==> src/rtl/perf_pkg.sv <==
// perf_pkg: shared FSM state encoding and overflow-mode constants for the perf counter unit
package perf_pkg;
  typedef enum logic [1:0] {STOP = 2'd0, RUN = 2'd1, HALT = 2'd2} state_e;
  localparam int SAT_WRAP = 0;
  localparam int SAT_HOLD = 1;
endpackage

==> src/rtl/perf_counter_ch.sv <==
// perf_counter_ch: one event channel with live counter, wrap/saturate, sticky overflow and shadow copy
module perf_counter_ch
  import perf_pkg::*;
#(
  parameter int CNT_W = 11,
  parameter int SAT   = SAT_WRAP
) (
  input  logic             clk,
  input  logic             reset,
  input  logic             clear_i,
  input  logic             snap_i,
  input  logic             en_i,
  output logic [CNT_W-1:0] shadow_o,
  output logic             ovf_o
);
  logic [CNT_W-1:0] cnt_q, cnt_d, shadow_q;
  logic             ovf_q, ovf_d, full;
  assign full = &cnt_q;
  always_comb begin
    cnt_d = clear_i ? '0 : !en_i ? cnt_q : full ? (SAT == SAT_HOLD ? cnt_q : '0) : cnt_q + 1'b1;
    ovf_d = !clear_i && (ovf_q || (en_i && full));
  end
  // shadow samples the pre-edge count, so snap together with clear keeps the old value
  always_ff @(posedge clk) begin
    if (reset) begin
      cnt_q    <= '0;
      ovf_q    <= 1'b0;
      shadow_q <= '0;
    end else begin
      cnt_q <= cnt_d;
      ovf_q <= ovf_d;
      if (snap_i) shadow_q <= cnt_q;
    end
  end
  assign shadow_o = shadow_q;
  assign ovf_o    = ovf_q;
endmodule

==> src/rtl/perf_counter_unit.sv <==
// perf_counter_unit: run/stop/halt FSM controlling N_CH event counters with a registered shadow read port
module perf_counter_unit
  import perf_pkg::*;
#(
  parameter int CNT_W = 11,
  parameter int N_CH  = 4,
  parameter int SAT   = SAT_WRAP
) (
  input  logic                                        clk,
  input  logic                                        reset,
  input  logic                                        start,
  input  logic                                        stop,
  input  logic                                        exc,
  input  logic                                        clear,
  input  logic                                        snap,
  input  logic [N_CH-1:0]                             inc,
  input  logic [(N_CH > 1 ? $clog2(N_CH) : 1)-1:0]    rd_sel,
  output logic [CNT_W-1:0]                            rd_data,
  output logic [N_CH-1:0]                             ovf,
  output logic [1:0]                                  state
);
  localparam int SW = N_CH > 1 ? $clog2(N_CH) : 1;
  localparam int NS = 2 ** SW;
  state_e           state_q, state_d, cur;
  logic             run_en;
  logic [CNT_W-1:0] rd_data_q;
  logic [CNT_W-1:0] shadow [NS];
  // encoding 3 falls back to STOP; edges leaving RUN never count
  always_comb begin
    cur     = (state_q == RUN || state_q == HALT) ? state_q : STOP;
    state_d = clear ? STOP : cur == RUN ? (exc ? HALT : stop ? STOP : RUN) :
              cur == HALT ? HALT : (start && !stop) ? RUN : STOP;
    run_en  = cur == RUN && !(clear || exc || stop);
  end
  always_ff @(posedge clk) begin
    if (reset) begin
      state_q   <= STOP;
      rd_data_q <= '0;
    end else begin
      state_q   <= state_d;
      rd_data_q <= shadow[rd_sel];
    end
  end
  for (genvar i = 0; i < NS; i++) begin : g_ch
    if (i < N_CH) begin : g_on
      perf_counter_ch #(.CNT_W(CNT_W), .SAT(SAT)) u_ch (
        .clk     (clk),
        .reset   (reset),
        .clear_i (clear),
        .snap_i  (snap),
        .en_i    (run_en && inc[i]),
        .shadow_o(shadow[i]),
        .ovf_o   (ovf[i])
      );
    end else begin : g_off
      assign shadow[i] = '0;
    end
  end
  assign rd_data = rd_data_q;
  assign state   = state_q;
endmodule

==> config.mk <==
export PLATFORM = sky130hd
export DESIGN_NAME = perf_counter_unit
export DESIGN_NICKNAME = d
export VERILOG_FILES = /design/src/rtl/perf_pkg.sv /design/src/rtl/perf_counter_ch.sv /design/src/rtl/perf_counter_unit.sv
export SDC_FILE = /design/constraint.sdc
export NUM_CORES = 1
export LEC_CHECK = 0
export CAP_MARGIN = 40
export CORE_MARGIN = 2
export CORE_UTILIZATION = 35
export CTS_BUF_LIST = sky130_fd_sc_hd__clkbuf_4 sky130_fd_sc_hd__clkbuf_8 sky130_fd_sc_hd__clkbuf_16
export DETAILED_ROUTE_END_ITERATION = 7
export HOLD_SLACK_MARGIN = 0.06
export PLACE_DENSITY = 0.6
export SLEW_MARGIN = 25
export SYNTH_ARGS = -nofsm -noshare
export SYNTH_HDL_FRONTEND = slang
export SYNTH_SLANG_ARGS = --single-unit
export TNS_END_PERCENT = 20
==> constraint.sdc <==
create_clock -name clk -period 1.7 [get_ports clk]
set_clock_uncertainty 0.05 [all_clocks]
set_input_delay 0.17 -clock clk [delete_from_list [all_inputs] [get_ports clk]]
set_output_delay 0.17 -clock clk [all_outputs]
set_load 0.02 [all_outputs]
Word-level counts from Yosys, hierarchy flattened
Index checks and enable logic that the tools add are counted.
{ "classes": {"addsub": 4, "magnitude_cmp": 1, "eq_ne": 4, "mux": 13, "bitwise_logic": 1, "reduce_logical": 29} }
{ "op_table": {"columns": ["operator", "count"], "rows": [
  ["11-bit 2-to-1 mux", 6],
  ["11-bit by 1-bit adder with 11-bit output (second input constant)", 4],
  ["11-bit AND reduction", 4],
  ["11-bit binary-select mux with 2-bit select", 1],
  ["1-bit logical AND", 14],
  ["2-bit 2-to-1 mux", 4],
  ["1-bit logical OR", 7],
  ["2-bit by 1-bit equality test with 1-bit output (second input constant)", 2],
  ["2-bit equality test (second input constant)", 2],
  ["3-bit >= comparator (second input constant)", 1],
  ["1-bit zero test", 3],
  ["2-bit inverter with 3-bit output", 1],
  ["1-bit 2-to-1 mux", 2],
  ["2-bit OR reduction", 1]
]} }
{ "word_totals": {"register_bits": 105, "input_bits": 13, "output_inout_bits": 17, "word_cells": 66} }

Depth between registers and ports, before layout
Gate-level depths: netlist of the first run.
{ "depth": {"ltp_word": 9, "ltp_mapped": 5, "ltp_nobuf": 5} }

By module
Synthesis of the first run repeated with hierarchy kept, for this count alone.
{ "hier_totals": {"cells_unflattened": 465, "area_unflattened_um2": 4634.4} }
{ "by_module_without_submodules": {"columns": ["mod", "n_inst", "cells_each", "area_per_inst_um2", "seq_area_each_um2"], "rows": [
  ["perf_counter_ch", 4, 100, 975.9, 460.4],
  ["perf_counter_unit", 1, 65, 730.7, 260.2]
]} }

Worst setup path after synthesis of the first run
OpenSTA, ideal clock, no wires.
{ "synth_path": {"kind": "reg-to-reg", "start": "reg g_ch[1].g_on.u_ch.cnt_q[0]", "end": "reg g_ch[1].g_on.u_ch.cnt_q[0]", "setup_time_ns": 0.120, "arrival_time_ns": 1.705, "required_time_ns": 1.530, "slack_ns": -0.175, "stages_incl_launch_ff": 6, "path_buffers": 0, "synth_period_minus_slack_ns": 1.875, "path_cell_list": "dfxtp_1 > ha_1 > or4b_2 > nor2_1 > a41o_1 > nor2_1"} }
{ "synth_between": {"elab_chain_len": 2, "word_cells_on_any_way": 3, "cone_classes": "add/sub (1); mux (1); reduce/logical (1)"} }
{ "synth_rtl": {"columns": ["item", "line_no", "text"], "rows": [
  ["from (decl)", "perf_counter_ch.sv:16", "logic [CNT_W-1:0] cnt_q, cnt_d, shadow_q;"],
  ["from (signal assigned)", "perf_counter_ch.sv:30", "cnt_q <= cnt_d;"],
  ["11-bit by 1-bit adder with 11-bit output or 11-bit AND reduction (tied branches)", "perf_counter_ch.sv:20, perf_counter_ch.sv:18", null],
  ["11-bit 2-to-1 mux (*)", "perf_counter_ch.sv:20", "cnt_d = clear_i ? '0 : !en_i ? cnt_q : full ? (SAT == SAT_HOLD ? cnt_q : '0) : cnt_q + 1'b1;"]
]} }
Mark *: on every way between the ends. The rest lies on a longest branch, timed or not.
A chain may end at the register's enable or synchronous reset.

Worst setup path after layout of the first run
Ends and elaborated chain as after synthesis.

==> results of run 1 <==
==> flip-flops by register name, indices dropped and copies added, names as in the netlist <==
signal,cells
g_ch.g_on.u_ch.ovf_o,4
state,2
rd_data,11
g_ch.g_on.u_ch.cnt_q,44
g_ch.g_on.u_ch.shadow_o,44
==> per-layer routing <==
metal | GRT usage [%] | up-vias
met5 | 0 | -
met4 | 6.43 | 0
met3 | 5.02 | 18
met2 | 28.4 | 82
met1 | 21.6 | 1692
li1 | - | 1698
==> logic make-up (layout without fill, tap and decap cells) <==
family | after synthesis | in the layout
compound gates | 38 | 38
xor+xnor | 26 | 26
fa+ha+maj | 4 | 4
buf+inv | 27 | 98
flops | 105 | 105
mux | 59 | 59
simple gates | 184 | 184
==> what timing repair did <==
| action | in CTS | in global routing |
|---|---|---|
| pin swaps | 1 | 7 |
| setup endpoints to repair | 19 | 28 |
| gates resized for setup | 6 | 17 |
| setup buffers | 0 | 3 |
| hold endpoints to repair | 0 | 0 |
| gates cloned | 0 | 0 |
==> worst max-delay path: stages, from the launching register on <==
cell and delay [ns]:
dfxtp_1 0.34, ha_1 0.16, or4b_4 0.53, nor2_4 0.14
a41o_4 0.25, nor2_1 0.06
==> worst paths after layout <==
path,startpoint,endpoint,slack [ns]
worst max register to register,g_ch[1].g_on.u_ch.cnt_q[0]$_SDFFE_PP0P_,g_ch[1].g_on.u_ch.cnt_q[0]$_SDFFE_PP0P_,0.07
worst min register to register,g_ch[3].g_on.u_ch.ovf_o$_SDFF_PP0_,g_ch[3].g_on.u_ch.ovf_o$_SDFF_PP0_,0.43
worst max-delay path,g_ch[1].g_on.u_ch.cnt_q[0]$_SDFFE_PP0P_,g_ch[1].g_on.u_ch.cnt_q[0]$_SDFFE_PP0P_,0.07
worst min-delay path,reset,rd_data[0]$_SDFF_PP0_,0.19
==> synthesized netlist by cell type, types with 5 or more instances <==
| library cell | n |
|---|---|
| a21oi_1 | 15 |
| or3_1 | 12 |
| nor2b_1 | 12 |
| mux2i_1 | 48 |
| dfxtp_1 | 105 |
| xnor2_1 | 12 |
| nand2_1 | 11 |
| nor4_1 | 5 |
| xor2_1 | 14 |
| nor3_1 | 7 |
| mux4_2 | 11 |
| clkbuf_1 | 13 |
| o21ai_0 | 10 |
| nand4_1 | 12 |
| and3_1 | 5 |
| nand3_1 | 17 |
| inv_1 | 5 |
| nor2_1 | 83 |
==> placed cells by master, fill, tap and decap left out, drive strengths merged, types with 4 or more instances in the layout <==
master           n
nand3           17
xnor2           12
clkdlybuf4s50   22
and3             5
nor2            83
mux2i           48
nor3             8
inv              5
clkinv           5
mux4            11
nand2           11
buf             50
nor2b           12
or3             12
ha               4
nor4             6
o21ai           11
clkbuf          10
xor2            14
a21oi           15
dfxtp          105
nand4           12
==> report_power, final <==
part           total [mW]  switching (mW)  internal [mW]  leakage, nW
combinational       0.230           0.129          0.101         1.17
sequential           2.46         0.00136           2.46        0.847
clock                2.06           0.908           1.15        0.149
==> layout make-up <==
class / count / area [µm²]
clock buffer: 10 / 233
clock inverter: 6 / 58.8
fill: 1176 / 6540
inverter: 5 / 18.8
multi-input combinational: 311 / 2250
sequential: 105 / 2110
tap: 168 / 210
timing repair buffer: 77 / 687
==> through the flow <==
step / instance area (µm²) / setup WS, ns / power, mW
floorplan: 4400 / -0.0690 / 2.63
global route: 5570 / -0.00999 / 4.90
detailed placement: 5160 / -0.436 / 2.74
finish: 5570 / 0.0659 / 4.75
global placement: 5160 / -0.427 / 2.74
CTS: 5470 / 0.0143 / 4.80
==> flow_metrics.py, run 1 <==
metrics = {
    "status": {
        "status": "completed",
    },
    "floorplan": {
        "start_util_pct": 36.2,
        "fp.dieArea_um2": 13400,
        "core.rowCount": 40,
        "coreArea_um2": 12100,
        "die_h_um": 116,
        "die_w_um": 116,
        "io_pins": 30,
    },
    "grt": {
        "grt_usage_pct": 17.3,
        "grt_pass1_wl_um": 17700,
        "globalRouteOverflowTotal": 0,
        "grt_max_degree": 45,
        "grt_pass1_vias": 3489,
        "antenna_found_initial": 0,
    },
    "timing": {
        "final.min_clock_period_ns": 1.63,
        "whs_ns": 0.194,
        "setup-violations-final": 0,
        "slew_headroom_pct": 72.4,
        "fin_crit_sh_pct": 96.1,
        "fin_setup_tns_ns": 0,
        "final-hold-violation-count": 0,
        "fmax_mhz": 612,
        "slew_viol_final": 0,
        "worst_slew_pin_slew_ns": 0.414,
        "rsz0062_at_grt": "true",
    },
    "clock_network": {
        "cts.clk_slew.worst_paths_ns": 0.07,
        "cts_tree": "yes",
        "hold_buffers": 0,
        "htree_levels": 3,
        "numClockSinks": 105,
        "clockRootBuffer": "clkbuf_16",
        "cts_buffers": 9,
        "worstSkewPairLatency_ns": 0.34,
        "clockBufferDepth": 2,
    },
    "detailed_routing": {
        "met1_length_um": 5030,
        "firstDrtPassIters": 4,
        "post_drt_wl_per_cell_um": 15.8,
        "route.detailed.drc": 0,
        "postRouteAntennaNets": 0,
        "dr_wl_met3_um": 507,
        "vias": 3490,
        "wirelength_um": 10800,
        "viasPerCell": 5.12,
        "drt_iter0_drc": 226,
        "wl_met2_um": 5030,
        "top_layer_used": "met4",
    },
    "synthesis": {
        "ys_seq_area_share_pct": 48.0,
        "synth_fp_nets": 460,
        "synthMuxAreaShare_pct": 16.6,
        "synth_top_family_by_area": "simple AND/OR/NAND/NOR gates",
        "async_flop_share_pct": 0,
        "synth_seq_cells": 105,
        "synth_warnings": 0,
        "synth_compound_area_share_pct": 5.20,
        "synth_fa_ha_area_share_pct": 1.14,
        "synth_area_per_cell_um2": 9.89,
        "synth_cell_types": 41,
        "syn_area_um2": 4380,
        "synth_top_area_share_pct": 48.0,
        "yosys.area.top_type": "dfxtp_1",
        "synth_xor_area_share_pct": 5.20,
        "synth_simple_gate_area_share_pct": 21.1,
        "synthCells": 443,
        "synthTopCellsByArea": "dfxtp_1 48%, mux2i_1 11%, nor2_1 7.1%",
        "synth_enable_flop_cells": 0,
        "synthFlopType": "dfxtp_1",
    },
    "worst_setup_path": {
        "critPathCaptureType": "flip-flop",
        "arrival_ns": 1.83,
        "worstPathMaxFanout": 7,
        "cp.required_ns": 1.89,
        "cp-start-kind": "flip-flop",
        "critPathKind": "reg2reg",
        "reg2regPathDepth": 5,
    },
    "place": {
        "port_buffers": 29,
        "dp_hpwl_um": 7880,
        "gp_congestion": 0.822,
        "dp_cells": 663,
    },
    "final_layout": {
        "nNetsFinal": 526,
        "drive_gt1_share_pct": 18.9,
        "finalNonFillerCells": 682,
        "antennaDiodeCount": 0,
        "syn2layout_area_growth_pct": 27.1,
        "fin_util_pct": 46.0,
    },
    "run": {
        "drv_cap": 0,
    },
    "power": {
        "power_per_cell_area_nw_per_um2": 853,
        "total_leakage_power_nw": 2.17,
        "ir_drop_uv": 435,
    },
    "hold_path": {
        "hold_path_class": "in2reg",
        "hold_path_depth": 3,
    },
}
No activity file was read; power rests on OpenSTA's default activity.
==> run 2: changes to the inputs <==
--- a/config.mk
+++ b/config.mk
@@ -5,13 +5,14 @@
 export SDC_FILE = /design/constraint.sdc
 export NUM_CORES = 1
 export LEC_CHECK = 0
-export CAP_MARGIN = 40
 export CORE_MARGIN = 2
 export CORE_UTILIZATION = 35
 export CTS_BUF_LIST = sky130_fd_sc_hd__clkbuf_4 sky130_fd_sc_hd__clkbuf_8 sky130_fd_sc_hd__clkbuf_16
 export DETAILED_ROUTE_END_ITERATION = 7
 export HOLD_SLACK_MARGIN = 0.06
 export PLACE_DENSITY = 0.6
+export RECOVER_POWER = 25
+export SKIP_CTS_REPAIR_TIMING = 1
 export SLEW_MARGIN = 25
 export SYNTH_ARGS = -nofsm -noshare
 export SYNTH_HDL_FRONTEND = slang
==> run 2 against run 1 <==
- wire length about the same
- largest cell class unchanged
- via count up 0.95%
- largest power group unchanged
- die area unchanged
- first-iteration DRC count down 3.1%
- worst hold slack worse by 0.0096 ns
- the run now ends with max-capacitance violations, max-slew violations left
- flip-flop and latch count unchanged
==> flow_metrics.py, run 2 (synthesis gave the netlist of run 1 again) <==
metrics = {
    "timing": {
        "setup-violations-final": 0,
        "fmax_mhz": 589,
        "fin_setup_tns_ns": 0,
        "fin_crit_sh_pct": 99.8,
        "slew_headroom_pct": -1.74,
        "rsz0062_at_grt": "true",
        "final.min_clock_period_ns": 1.70,
        "final-hold-violation-count": 0,
        "slew_viol_final": 45,
        "fin_ws_ns": 0.00258,
        "worst_slew_pin_slew_ns": 1.53,
        "whs_ns": 0.185,
    },
    "final_layout": {
        "syn2layout_area_growth_pct": 26.7,
        "nFillCells": 1181,
        "final_common_cell": "dfxtp_1",
        "nNetsFinal": 526,
        "layout_common_cells": "103 x dfxtp_1, 82 x nor2_1, 48 x mux2i_1",
        "antennaDiodeCount": 0,
        "drive_gt1_share_pct": 18.7,
        "finalNonFillerCells": 682,
    },
    "floorplan": {
        "coreArea_um2": 12100,
        "die_h_um": 116,
        "io_pins": 30,
        "die_w_um": 116,
        "core.rowCount": 40,
        "start_util_pct": 36.2,
        "fp.dieArea_um2": 13400,
    },
    "detailed_routing": {
        "post_drt_wl_per_cell_um": 15.8,
        "postRouteAntennaNets": 0,
        "firstDrtPassIters": 4,
        "drt_iter0_drc": 219,
        "route.detailed.drc": 0,
        "vias": 3523,
        "viasPerCell": 5.17,
        "wirelength_um": 10800,
    },
    "clock_network": {
        "worstSkewPairLatency_ns": 0.35,
        "cts_buffers": 9,
        "cts_tree": "yes",
        "numClockSinks": 105,
        "htree_levels": 3,
        "cts.clk_slew.worst_paths_ns": 0.07,
        "clockRootBuffer": "clkbuf_16",
        "clockBufferDepth": 2,
    },
    "status": {
        "status": "finished, violations left",
        "violations": "max-capacitance violations, max-slew violations",
    },
    "worst_setup_path": {
        "cp.required_ns": 1.90,
        "cp-startpoint": "g_ch[1].g_on.u_ch.cnt_q[0]$_SDFFE_PP0P_",
        "r2r_start": "g_ch[1].g_on.u_ch.cnt_q[0]$_SDFFE_PP0P_",
        "critPathCaptureType": "flip-flop",
        "critPathKind": "reg2reg",
        "worstPathMaxFanout": 4,
        "cp-start-kind": "flip-flop",
        "reg2regPathDepth": 5,
        "arrival_ns": 1.89,
    },
    "run": {
        "drv_cap": 1,
    },
    "place": {
        "dp_hpwl_um": 7880,
        "gp_congestion": 0.822,
        "dp_cells": 663,
        "port_buffers": 29,
        "place_ws_ns": -0.436,
    },
    "grt": {
        "grt_pass1_wl_um": 17700,
        "grt_pass1_vias": 3483,
        "globalRouteOverflowTotal": 0,
        "antenna_found_initial": 0,
        "grt_usage_pct": 17.2,
        "grt_max_degree": 45,
    },
    "power": {
        "total_power_mw": 4.76,
        "power_per_cell_area_nw_per_um2": 858,
        "total_leakage_power_nw": 2.15,
        "ir_drop_uv": 441,
    },
    "hold_path": {
        "hold_path_class": "in2reg",
        "hold_path.startpoint": "stop",
        "hold_path_depth": 3,
    },
}
## run 2: final timing paths
kind                                              to  slack, ns
max reg2reg  g_ch[1].g_on.u_ch.cnt_q[8]$_SDFFE_PP0P_      0.003
min reg2reg       g_ch[3].g_on.u_ch.ovf_o$_SDFF_PP0_       0.43
max          g_ch[1].g_on.u_ch.cnt_q[8]$_SDFFE_PP0P_      0.003
min                              state[0]$_SDFF_PP0_       0.18
## run 2: worst max-delay path, cell delays in order (launching register included)
cell and delay (ns):
dfxtp_1 0.34, ha_1 0.16, or4b_4 0.52, nor4_2 0.32
xnor2_1 0.16, nor2_1 0.05
## run 2: cell type report
| cell class | count | area [µm²] | share of cell area [%] |
|---|---|---|---|
| clock inverters | 6 | 58.8 | 1.06 |
| repair buffers | 77 | 674 | 12.2 |
| well taps | 168 | 210 | 3.79 |
| inverters | 5 | 18.8 | 0.338 |
| multi-input cells | 311 | 2250 | 40.5 |
| clock buffers | 10 | 233 | 4.19 |
| flip-flops and latches | 105 | 2100 | 37.9 |
## run 2: power by group
group	internal [mW]	total [mW]	switching [mW]
combinational	0.106	0.235	0.129
sequential	2.46	2.46	0.00137
clock	1.15	2.06	0.912
## run 2: metrics by stage
stage | instance area [µm²] | util [%]
floorplan | 4400 | -
global placement | 5160 | 42.6
detailed placement | 5160 | 42.6
CTS | 5450 | 45.0
global route | 5550 | 45.8
finish | 5550 | 45.8
## run 2: per-layer routing
metal | share of wire (%) | global-route usage, % | wire length (µm)
met4 | 2.2 | 6.43 | 242
met5 | 0 | 0 | 0
met3 | 4.0 | 5.02 | 430
met2 | 47 | 28.3 | 5020
met1 | 47 | 21.6 | 5080
==> run 3: changes to the inputs <==
--- a/config.mk
+++ b/config.mk
@@ -6,11 +6,10 @@
 export NUM_CORES = 1
 export LEC_CHECK = 0
 export CORE_MARGIN = 2
-export CORE_UTILIZATION = 35
+export CORE_UTILIZATION = 40
 export CTS_BUF_LIST = sky130_fd_sc_hd__clkbuf_4 sky130_fd_sc_hd__clkbuf_8 sky130_fd_sc_hd__clkbuf_16
 export DETAILED_ROUTE_END_ITERATION = 7
-export HOLD_SLACK_MARGIN = 0.06
-export PLACE_DENSITY = 0.6
+export PLACE_DENSITY = 0.66
 export RECOVER_POWER = 25
 export SKIP_CTS_REPAIR_TIMING = 1
 export SLEW_MARGIN = 25
==> run 3 against run 2 <==
- the run ends with negative setup slack left
- flip-flop and latch count unchanged
- setup slack worse by 0.036 ns
- via count down 2.8%
- sequential power about the same
- largest cell class unchanged
- largest power group unchanged
- highest routed layer unchanged
==> flow_metrics.py, run 3 (synthesis gave the netlist of run 1 again) <==
metrics = {
    "status": {
        "status": "finished, violations left",
        "violations": "negative setup slack",
    },
    "power": {
        "ir_drop_uv": 352,
        "power_per_cell_area_nw_per_um2": 764,
        "total_leakage_power_nw": 2.08,
    },
    "floorplan": {
        "start_util_pct": 40.8,
        "core.rowCount": 38,
        "die_h_um": 109,
        "die_w_um": 109,
        "coreArea_um2": 10700,
        "fp.dieArea_um2": 11800,
        "io_pins": 30,
    },
    "final_layout": {
        "nFillCells": 1024,
        "syn2layout_area_growth_pct": 23.1,
        "layout_common_cells": "103 x dfxtp_1, 81 x nor2_1, 48 x mux2i_1",
        "final_common_cell": "dfxtp_1",
        "nNetsFinal": 528,
        "antennaDiodeCount": 0,
        "drive_gt1_share_pct": 19.0,
        "finalNonFillerCells": 656,
        "fin_area_um2": 5390,
    },
    "timing": {
        "fmax_mhz": 577,
        "worst_slew_pin_slew_ns": 1.31,
        "fin_ws_ns": -0.0337,
        "slew_viol_final": 0,
        "setup-violations-final": 1,
        "rsz0062_at_grt": "true",
        "fin_setup_tns_ns": -0.0337,
        "whs_ns": 0.166,
        "final-hold-violation-count": 0,
        "fin_crit_sh_pct": 102,
        "final.min_clock_period_ns": 1.73,
        "slew_headroom_pct": 12.8,
    },
    "clock_network": {
        "cts_buffers": 9,
        "clockRootBuffer": "clkbuf_8",
        "worstSkewPairLatency_ns": 0.37,
        "htree_levels": 3,
        "cts_tree": "yes",
        "clockBufferDepth": 2,
        "cts.clk_slew.worst_paths_ns": 0.10,
        "numClockSinks": 105,
    },
    "detailed_routing": {
        "viasPerCell": 5.22,
        "firstDrtPassIters": 4,
        "route.detailed.drc": 0,
        "post_drt_wl_per_cell_um": 16.0,
        "vias": 3423,
        "postRouteAntennaNets": 0,
        "wirelength_um": 10500,
        "drt_iter0_drc": 190,
    },
    "grt": {
        "grt_pass1_wl_um": 16700,
        "grt_max_degree": 39,
        "grt_pass1_vias": 3334,
        "antenna_found_initial": 0,
        "globalRouteOverflowTotal": 0,
        "grt_usage_pct": 18.5,
    },
    "worst_setup_path": {
        "max_stage_delay_ns": 0.47,
        "crit_path_cell_trace": "clkdlybuf4s50_1 -> or3_4 -> or3_1 -> or4_1 -> a21oi_1",
        "cp-start-kind": "input pin",
        "arrival_ns": 2.00,
        "critPathCaptureType": "flip-flop",
        "cp.required_ns": 1.96,
        "critPathKind": "in2reg",
        "crit_family": "simple AND/OR/NAND/NOR gates",
        "worst-path-buf-inv": 1,
        "cp_slowest_cell": "or4_1",
        "worstPathMaxFanout": 2,
    },
    "place": {
        "postPlaceCellArea_um2": 5160,
        "port_buffers": 29,
        "gp_congestion": 0.824,
        "dp_cells": 640,
        "dp_hpwl_um": 7760,
    },
    "hold_path": {
        "hold_path_class": "in2reg",
    },
    "run": {
        "drv_cap": 0,
    },
}
==> run 3: changes by cell type in the layout (fill, tap and decap cells not counted), moves of 2 or more <==
cell	change
clkbuf_4	+2
clkbuf_8	+9
nor3_2	+2
clkinv_2	-3
buf_4	+3
clkbuf_16	-9
clkinvlp_4	+2
nor3_1	-2
==> run 3: worst reg2reg max path: stages, from the launching register on <==
cell      delay [ns]
dfxtp_1         0.37
nand2b_1        0.19
or3_1           0.40
or4_1           0.47
a21oi_1         0.15
==> run 3: path summary, 6_finish.rpt <==
check,from,endpoint,slack (ns),depth (start not counted)
setup / recovery,exc,g_ch[1].g_on.u_ch.cnt_q[9]$_SDFFE_PP0P_,-0.03,5
hold / removal,snap,g_ch[0].g_on.u_ch.shadow_o[1]$_SDFFE_PP0P_,0.17,3
setup reg to reg,state[1]$_SDFF_PP0_,g_ch[1].g_on.u_ch.cnt_q[9]$_SDFFE_PP0P_,0.01,4
hold reg to reg,g_ch[0].g_on.u_ch.ovf_o$_SDFF_PP0_,g_ch[0].g_on.u_ch.ovf_o$_SDFF_PP0_,0.44,2
==> run 3: through the flow <==
step / util [%] / power, mW / setup slack [ns]
floorplan: - / 2.63 / -0.0690
global placement: 48.1 / 2.75 / -0.404
detailed placement: 48.1 / 2.75 / -0.430
CTS: 49.7 / 4.14 / -0.0713
global route: 50.2 / 4.27 / -0.0947
finish: 50.2 / 4.12 / -0.0337
==> run 3: power by group <==
group | switching, mW | total [mW] | internal, mW
Clock | 0.837 | 1.42 | 0.586
Sequential | 0.00133 | 2.46 | 2.46
Combinational | 0.127 | 0.238 | 0.111
==> run 3: cell type report <==
class	instances	area, µm²	share of cell area, %
clock inverters	4	28.8	0.534
multi-input cells	311	2230	41.4
flip-flops and latches	105	2100	39.0
repair buffers	79	683	12.7
inverters	5	18.8	0.348
clock buffers	12	146	2.72
well taps	140	175	3.25
==> run 3: layer usage <==
layer	global-route usage [%]	vias to the layer above	wire, µm
met1	24.9	1651	4990
met4	6.68	0	199
met3	3.17	16	322
met2	30.0	50	4960
met5	0	-	0
li1	-	1706	-
